--- config.mk ---
export PLATFORM = sky130hd
export DESIGN_NAME = edge_detect_flat
export DESIGN_NICKNAME = d
export VERILOG_FILES = /design/src/rtl/edge_detect_if.sv /design/src/rtl/edge_detect.sv /design/src/flat_wrapper.sv
export SDC_FILE = /design/constraint.sdc
export NUM_CORES = 1
export LEC_CHECK = 0
export CORE_MARGIN = 1
export CORE_UTILIZATION = 63
export DETAILED_ROUTE_END_ITERATION = 7
export GPL_TIMING_DRIVEN = 1
export PLACE_DENSITY_LB_ADDON = 0.08
export SLEW_MARGIN = 20
export SYNTH_ARGS = -nofsm -noshare
export SYNTH_HDL_FRONTEND = slang
export SYNTH_SLANG_ARGS = --single-unit
export TNS_END_PERCENT = 30
--- constraint.sdc ---
create_clock -name clk -period 6.4 [get_ports clk]
set_input_delay 0.64 -clock clk [delete_from_list [all_inputs] [get_ports clk]]
set_output_delay 0.64 -clock clk [all_outputs]
set_load 0.02 [all_outputs]
--- src/rtl/edge_detect_if.sv ---
// Handshake/bus bundle between the intensity block and the Sobel edge-detection stage.
// master: intensity side, drives the 3x3 grid and the start request, observes status/result.
// slave : edge_detect, consumes the grid, reports busy/edge_done/edge_mag/is_edge.
interface edge_detect_if;
    logic [71:0] iGrid;              // I0..I8 row-major, I0 at [71:64], I8 at [7:0]
    logic        edgedetect_enable;  // start request, honoured only while idle
    logic        busy;               // grid being processed
    logic        edge_done;          // one-cycle pulse, result valid this cycle
    logic [7:0]  edge_mag;           // saturated |Gx|+|Gy|
    logic        is_edge;            // edge_mag >= THRESHOLD

    modport master (
        output iGrid,
        output edgedetect_enable,
        input  busy,
        input  edge_done,
        input  edge_mag,
        input  is_edge
    );

    modport slave (
        input  iGrid,
        input  edgedetect_enable,
        output busy,
        output edge_done,
        output edge_mag,
        output is_edge
    );
endinterface

--- src/rtl/edge_detect.sv ---
// Purpose: serial Sobel edge detector; walks the 9 taps of a latched 3x3 grid through one accumulator.
// Latency: edge_done pulses 10 edges after the start request is sampled; one grid per 11 cycles.
// Backpressure: none queued; start requests arriving while busy are dropped without side effects.
//
// Ports: clk (rising edge), n_rst (synchronous, active low), bus (edge_detect_if.slave):
//   iGrid/edgedetect_enable in; busy, edge_done, edge_mag, is_edge out.
module edge_detect #(
    parameter logic [7:0] THRESHOLD = 8'd128
) (
    input  logic         clk,
    input  logic         n_rst,
    edge_detect_if.slave bus
);

    typedef enum logic [1:0] {
        IDLE  = 2'd0,
        ACCUM = 2'd1,
        MAG   = 2'd2
    } state_t;

    state_t      state_q, state_d;
    logic [3:0]  tap_q,   tap_d;
    logic [11:0] gx_q,    gx_d;     // two's complement, range +/-1020
    logic [11:0] gy_q,    gy_d;
    logic [71:0] grid_q,  grid_d;
    logic        busy_q,  busy_d;
    logic        done_q,  done_d;
    logic [7:0]  mag_q,   mag_d;
    logic        edge_q,  edge_d;

    logic [7:0]  pix;
    logic [11:0] w1;                // pixel weight 1, zero-extended
    logic [11:0] w2;                // pixel weight 2, zero-extended then shifted
    logic [11:0] abs_x;
    logic [11:0] abs_y;
    logic [11:0] mag_sum;           // max 2040, top bit always zero
    logic [7:0]  mag_sat;

    // Current tap of the latched grid, row-major from the top-left pixel.
    always_comb begin
        pix = 8'h00;
        case (tap_q)
            4'd0:    pix = grid_q[71:64];
            4'd1:    pix = grid_q[63:56];
            4'd2:    pix = grid_q[55:48];
            4'd3:    pix = grid_q[47:40];
            4'd4:    pix = grid_q[39:32];
            4'd5:    pix = grid_q[31:24];
            4'd6:    pix = grid_q[23:16];
            4'd7:    pix = grid_q[15:8];
            4'd8:    pix = grid_q[7:0];
            default: pix = 8'h00;
        endcase
    end

    assign w1 = {4'b0000, pix};
    assign w2 = {3'b000, pix, 1'b0};

    // -1020 negates exactly in 12 bits, so no saturation case is needed here.
    assign abs_x   = gx_q[11] ? (~gx_q + 12'd1) : gx_q;
    assign abs_y   = gy_q[11] ? (~gy_q + 12'd1) : gy_q;
    assign mag_sum = abs_x + abs_y;
    assign mag_sat = (mag_sum > 12'd255) ? 8'hFF : mag_sum[7:0];

    always_comb begin
        state_d = state_q;
        tap_d   = tap_q;
        gx_d    = gx_q;
        gy_d    = gy_q;
        grid_d  = grid_q;
        done_d  = 1'b0;
        mag_d   = mag_q;
        edge_d  = edge_q;

        case (state_q)
            IDLE: begin
                if (bus.edgedetect_enable) begin
                    grid_d  = bus.iGrid;
                    gx_d    = 12'd0;
                    gy_d    = 12'd0;
                    tap_d   = 4'd0;
                    state_d = ACCUM;
                end
            end

            ACCUM: begin
                // Gx: left column negative, right column positive, middle row doubled.
                case (tap_q)
                    4'd0:    gx_d = gx_q - w1;
                    4'd2:    gx_d = gx_q + w1;
                    4'd3:    gx_d = gx_q - w2;
                    4'd5:    gx_d = gx_q + w2;
                    4'd6:    gx_d = gx_q - w1;
                    4'd8:    gx_d = gx_q + w1;
                    default: gx_d = gx_q;
                endcase
                // Gy: top row negative, bottom row positive, middle column doubled.
                case (tap_q)
                    4'd0:    gy_d = gy_q - w1;
                    4'd1:    gy_d = gy_q - w2;
                    4'd2:    gy_d = gy_q - w1;
                    4'd6:    gy_d = gy_q + w1;
                    4'd7:    gy_d = gy_q + w2;
                    4'd8:    gy_d = gy_q + w1;
                    default: gy_d = gy_q;
                endcase
                tap_d = tap_q + 4'd1;
                if (tap_q == 4'd8) begin
                    state_d = MAG;
                end
            end

            MAG: begin
                mag_d   = mag_sat;
                edge_d  = (mag_sat >= THRESHOLD);
                done_d  = 1'b1;
                state_d = IDLE;
            end

            default: begin
                state_d = IDLE;
            end
        endcase

        // busy tracks the state being entered, so it drops together with the done pulse.
        busy_d = (state_d != IDLE);
    end

    always_ff @(posedge clk) begin
        if (!n_rst) begin
            state_q <= IDLE;
            tap_q   <= 4'd0;
            gx_q    <= 12'd0;
            gy_q    <= 12'd0;
            grid_q  <= 72'd0;
            busy_q  <= 1'b0;
            done_q  <= 1'b0;
            mag_q   <= 8'd0;
            edge_q  <= 1'b0;
        end else begin
            state_q <= state_d;
            tap_q   <= tap_d;
            gx_q    <= gx_d;
            gy_q    <= gy_d;
            grid_q  <= grid_d;
            busy_q  <= busy_d;
            done_q  <= done_d;
            mag_q   <= mag_d;
            edge_q  <= edge_d;
        end
    end

    assign bus.busy      = busy_q;
    assign bus.edge_done = done_q;
    assign bus.edge_mag  = mag_q;
    assign bus.is_edge   = edge_q;

endmodule

--- src/flat_wrapper.sv ---
// flat-port wrapper written by rule: the top's interface ports become plain ports
module edge_detect_flat 
#(
    parameter logic [7:0] THRESHOLD = 8'd128
)
  (clk, n_rst, bus_iGrid, bus_edgedetect_enable, bus_busy, bus_edge_done, bus_edge_mag, bus_is_edge);
  edge_detect_if bus_i ();
  input  logic clk;
  input  logic n_rst;
  input wire logic [$bits(bus_i.iGrid)-1:0] bus_iGrid;
  input wire logic [$bits(bus_i.edgedetect_enable)-1:0] bus_edgedetect_enable;
  output wire logic [$bits(bus_i.busy)-1:0] bus_busy;
  output wire logic [$bits(bus_i.edge_done)-1:0] bus_edge_done;
  output wire logic [$bits(bus_i.edge_mag)-1:0] bus_edge_mag;
  output wire logic [$bits(bus_i.is_edge)-1:0] bus_is_edge;
  assign bus_i.iGrid = bus_iGrid;
  assign bus_i.edgedetect_enable = bus_edgedetect_enable;
  assign bus_busy = bus_i.busy;
  assign bus_edge_done = bus_i.edge_done;
  assign bus_edge_mag = bus_i.edge_mag;
  assign bus_is_edge = bus_i.is_edge;
  edge_detect #(.THRESHOLD(THRESHOLD)) u_core (.clk(clk), .n_rst(n_rst), .bus(bus_i));
endmodule
# Word-level counts from Yosys, hierarchy flattened
# Cells that the tools add are included.
[word_totals] ff_bits=113 word_cells=65
[op_classes] addsub=12 order_cmp=2 eq_ne=13 n_mux=15 n_bitwise=2 n_reduce_logical=12
[ops] cell="$pmux W12 S4" n=2
[ops] cell="$pmux W8 S9" n=1
[ops] cell="$pmux W12 S2" n=2
[ops] cell="$mux W12" n=3
[ops] cell="$add A12 B1 Y12 const B" n=2
[ops] cell="$add A12 B8 Y12" n=2
[ops] cell="$add A12 B9 Y12" n=2
[ops] cell="$not A12 Y12" n=2
[ops] cell="$sub A12 B8 Y12" n=2
[ops] cell="$sub A12 B9 Y12" n=2
[ops] cell="$eq A4 B3 Y1 const B" n=4
[ops] cell="$add A12 B12 Y12" n=1
[ops] cell="$gt A12 B8 Y1 const B" n=1
[ops] cell="$ne A5 B5 Y1 const B" n=2
[ops] cell="$eq A4 B2 Y1 const B" n=2
[ops] cell="$ge A8 B8 Y1 const B" n=1
[ops] cell="$mux W8" n=1
[ops] cell="$pmux W4 S2" n=1
[ops] cell="$reduce_or A2 Y1" n=4
[ops] cell="$reduce_and A3 Y1" n=2
[ops] cell="$add A4 B1 Y4 const B" n=1
[ops] cell="$eq A4 B1 Y1 const B" n=1
[ops] cell="$eq A4 B4 Y1 const B" n=1
[ops] cell="$logic_not A4 Y1" n=1
[ops] cell="other kinds (10)" n=13

# Logic depth before layout (Yosys ltp)
[depth] ltp_word=7 ltp_mapped=20

# Least setup slack after synthesis
# Ideal clock, no wire load.
[synth_path] path_kind="reg-to-reg" start="reg u_core.tap_q[0]" end="reg u_core.gx_q[11]" setup_time_ns=0.075 t_arrival_ns=4.333 t_required_ns=6.325 slack_ns=1.992 path_stages_with_launch=21 period_less_slack_ns=4.408 path_cell_list="dfxtp_1 inv_1 ha_1 buf_2 buf_2 a22oi_1 nand2_1 a221oi_1 ha_1 and3_1 nor2_1 xnor2_1 ha_1 nand3_1 o211ai_1 nor4_1 o41a_1 or4_1 nand3_1 nor3_1 o22ai_1"
[synth_via] elab_chain_cells=5 word_cells_on_any_way=20 cone_classes="add/sub: 4; eq/ne: 9; mux: 3; reduce/logical: 4"
[synth_lines] element="start, declared" line_no="edge_detect.sv:22" source="logic [3:0] tap_q, tap_d;"
[synth_lines] element="start signal, assigned" line_no="edge_detect.sv:142" source="tap_q <= tap_d;"
[synth_lines] element="$eq A4 B4 Y1, or another cell as far along" line_no="edge_detect.sv:42, edge_detect.sv:88"
[synth_lines] element="$pmux W8 S9" line_no="edge_detect.sv:42" source="case (tap_q)"
[synth_lines] element="$add A12 B8 Y12, or another cell as far along" line_no="edge_detect.sv:90, edge_detect.sv:94"
[synth_lines] element="$pmux W12 S4" line_no="edge_detect.sv:88" source="case (tap_q)"
[synth_lines] element="$pmux W12 S2" line_no="edge_detect.sv:75" source="case (state_q)"
[synth_lines] element="end signal, assigned" line_no="edge_detect.sv:143" source="gx_q <= gx_d;"
[synth_lines] element="end, declared" line_no="edge_detect.sv:23" source="logic [11:0] gx_q, gx_d;"
# Several ways; a longest one is shown, not always the timed one.
# A chain may end at the register's enable or synchronous reset.

# Worst setup path after layout
# Ends and elaborated chain as after synthesis.

==> impl_metrics.tcl <==
set metrics [dict create \
    antenna_found_initial 0 \
    crit_fanout 17 \
    crit_chain "inv_1 -> ha_1 -> nand2b_1 -> nor2_1 -> a221oi_1 -> ha_1 -> nand2_1 -> o21ai_0 -> fa_1 -> a21oi_1 -> o211ai_1 -> nor4_1 -> o41a_1 -> nor4_1 -> mux2_1 -> nor3_1 -> o22ai_1" \
    peakVddDrop_mv 0.150 \
    drtIter0Drc 579 \
    postRouteAntennaNets 0 \
    cp_num_buf_inv 1 \
    total_power_mw 2.41 \
    worstSetupPathType "register to register" \
    dpl_cell_area_um2 8900 \
    syn_nets 1204 \
    slew_viol_final 0 \
    power_density_nw_per_um2 261 \
    p_leak_nw 3.73 \
    r2r-end "u_core.gx_q[11]$_SDFFE_PN0P_" \
    grt_max_degree 81 \
    clk_pin_slew_ns 0.08 \
    placed_cells 1260 \
    critPathLaunch "u_core.tap_q[0]$_SDFFE_PN0P_" \
    grt.total_usage_pct 33.1 \
    worst_pin_slew_ns 1.05 \
    critPathMaxStageDelay_ns 0.93 \
    synth.mux.area_fraction_pct 3.05 \
    wl_per_cell_um 16.9 \
    std_cell_rows 40 \
    fin_tns_setup_ns 0 \
    fin_util_pct 75.2 \
    post_cts_buffers 0 \
    final_area_um2 9230 \
    via_count 7852 \
    syn-instance-count 1061 \
    ys_types 68 \
    place_congestion 0.973 \
    yosys_warnings 0 \
    yosys.area_share.adder_pct 11.0 \
    synth_top_family_by_area "compound AO/OA/AOI/OAI gates" \
    avgViaCountPerCell 6.15 \
    gr-total-overflow 0 \
    critPathTopFamily "compound AO/OA/AOI/OAI gates" \
    dr.pass1.iters 5 \
    hold_buffers 0 \
    fin_crit_ns 5.40 \
    rsz0062_at_grt "false" \
    fillers 1004 \
    layout_setup_ws_ns 0.999 \
    r2r_start "u_core.tap_q[0]$_SDFFE_PN0P_" \
    numCtsBuffers 9 \
    syn_area_um2 8080 \
    end_kind "register" \
    root_buffer "clkbuf_16" \
    wl_um 21600 \
    syn_area_per_cell_um2 7.61 \
    synth_seq_cells 112 \
    clock-sinks 112 \
    setup_viol 0 \
    critPathCapture "u_core.gx_q[11]$_SDFFE_PN0P_" \
    synth_simple_gate_area_share_pct 21.7 \
    drive_above_1_share_pct 3.97 \
    clock_skew_ns 0.00885 \
    area.growth.synth_to_final_pct 14.2 \
    ys_seq_area_share_pct 27.8 \
    synthFlopType "dfxtp_1" \
    synth_compound_area_share_pct 22.8 \
    reg2reg_setup_slack_ns 1.0 \
    synthArstFlopShare_pct 0 \
    port_buffers 85 \
    start_util_pct 65.9 \
    cts_tree "built" \
    synth.area.top_cells "dfxtp_1 (28%), ha_1 (9.8%), nand2_1 (9.4%)" \
    grt_pass1_wl_um 34100 \
    final_cell_count_no_fill 1276 \
    hold_viol 0 \
    clk_latency_ns 0.36 \
    place_ws_ns 1.15 \
    hp-class "register to register" \
    clock_path_buffers 2 \
    grt_pass1_vias 7055 \
    fmax_ghz 0.185 \
    die_area_um2 13300 \
    synth_most_common_cell "nand2_1" \
    crit_slowest_cell "a221oi_1" \
    cts_resized 0 \
    worst_ep_arrival_time_ns 5.64 \
    reg2reg_depth 17 \
    slew_headroom_pct 29.2 \
    status "complete, no violations" \
    startpoint_type "register" \
    drcViolationCount 0 \
    holdWs_ns 0.457 \
    required_ns 6.64 \
    cp.depth 17 \
    synth-edff-count 0 \
    pin_count 86 \
    synth_largest_area_cell "dfxtp_1" \
    die_x_um 115 \
    yosys-top-cells-count "nand2_1 (203), a21oi_1 (131), dfxtp_1 (112)" \
    cap_viol_max_count 0 \
    synth_top_area_share_pct 27.8 \
    diodes 0 \
    post-route-period-util_pct 84.4 \
    dp_hpwl_um 15900 \
    synth_xor_area_share_pct 8.89 \
    h-tree-depth 3 \
    nNetsFinal 1246 \
    dieHeight_um 115 \
    fp.coreArea_um2 12300 \
]
-- how the worst min path moves through the flow --
stage | startpoint | slack [ns] | depth (start not counted) | to
finish | u_core.grid_q[32]$_SDFFE_PN0P_ | 0.46 | 2 | u_core.grid_q[32]$_SDFFE_PN0P_
global route | u_core.grid_q[32]$_SDFFE_PN0P_ | 0.47 | 2 | u_core.grid_q[32]$_SDFFE_PN0P_
CTS | u_core.grid_q[32]$_SDFFE_PN0P_ | 0.46 | 2 | u_core.grid_q[32]$_SDFFE_PN0P_
detailed placement | u_core.grid_q[32]$_SDFFE_PN0P_ | 0.45 | 2 | u_core.grid_q[32]$_SDFFE_PN0P_
global placement | u_core.grid_q[53]$_SDFFE_PN0P_ | 0.44 | 2 | u_core.grid_q[53]$_SDFFE_PN0P_
floorplan | u_core.grid_q[44]$_SDFFE_PN0P_ | 0.43 | 2 | u_core.grid_q[44]$_SDFFE_PN0P_
-- logic make-up (layout without fill, tap and decap cells) --
group	Yosys count	after routing
flops	112	112
fa+ha+maj	68	68
mux	23	23
simple gates	398	398
compound gates	289	289
xor+xnor	82	82
buf+inv	89	136
-- cell usage in the layout, fill, tap and decap left out, drive strengths merged, types with 6 or more instances in the layout --
cell,Yosys,routed
a21o,12,12
a21oi,131,131
a221oi,7,7
a22oi,27,27
a31oi,8,8
and2,7,7
and3,9,9
clkbuf,43,10
clkdlybuf4s50,0,85
dfxtp,112,112
ha,63,63
inv,30,33
mux2,7,7
mux2i,16,16
nand2,204,204
nand2b,7,7
nand3,27,27
nor2,82,82
nor2b,6,6
nor3,21,21
nor4,11,11
o211ai,7,7
o21ai,44,44
xnor2,60,60
xor2,22,22
-- layer usage --
layer | share of wire (%) | vias up | global-route usage (%) | wire (um)
met2 | 49 | 311 | 57.5 | 10600
li1 | - | 3815 | - | -
met4 | 4.9 | 0 | 17.7 | 1050
met3 | 5.7 | 85 | 4.53 | 1240
met5 | 0 | - | 0 | 0
met1 | 40 | 3641 | 39.7 | 8740
-- tightest hold or removal path, stage by stage, from the launching register on --
cell	delay, ns
dfxtp_1	0.31
nand2_1	0.05
a21oi_1	0.05
-- sequential cells by signal (all words and copies together) (netlist names) --
| register | cells |
|---|---|
| u_core.bus.edge_mag | 8 |
| u_core.tap_q | 4 |
| u_core.state_q | 2 |
| u_core.bus.busy | 1 |
| u_core.grid_q | 72 |
| u_core.gx_q | 12 |
| u_core.bus.edge_done | 1 |
| u_core.gy_q | 12 |
-- cell type report --
class                      instances  area (um^2)  area share [%]
clock buffer                      10          239            2.59
clock inverter                     6         83.8           0.909
inverter                          30          113            1.22
multi-input combinational        860         5450            59.1
sequential                       112         2240            24.3
tap                              168          210            2.28
timing repair buffer              90          888            9.63
-- power breakdown --
| group | leakage (nW) | internal, mW | switching (mW) |
|---|---|---|---|
| sequential | 0.916 | 0.744 | 0.0709 |
| combinational | 2.66 | 0.439 | 0.540 |
| clock | 0.158 | 0.325 | 0.289 |
| total | 3.73 | 1.51 | 0.901 |
No activity file was read; power rests on OpenSTA's default activity.
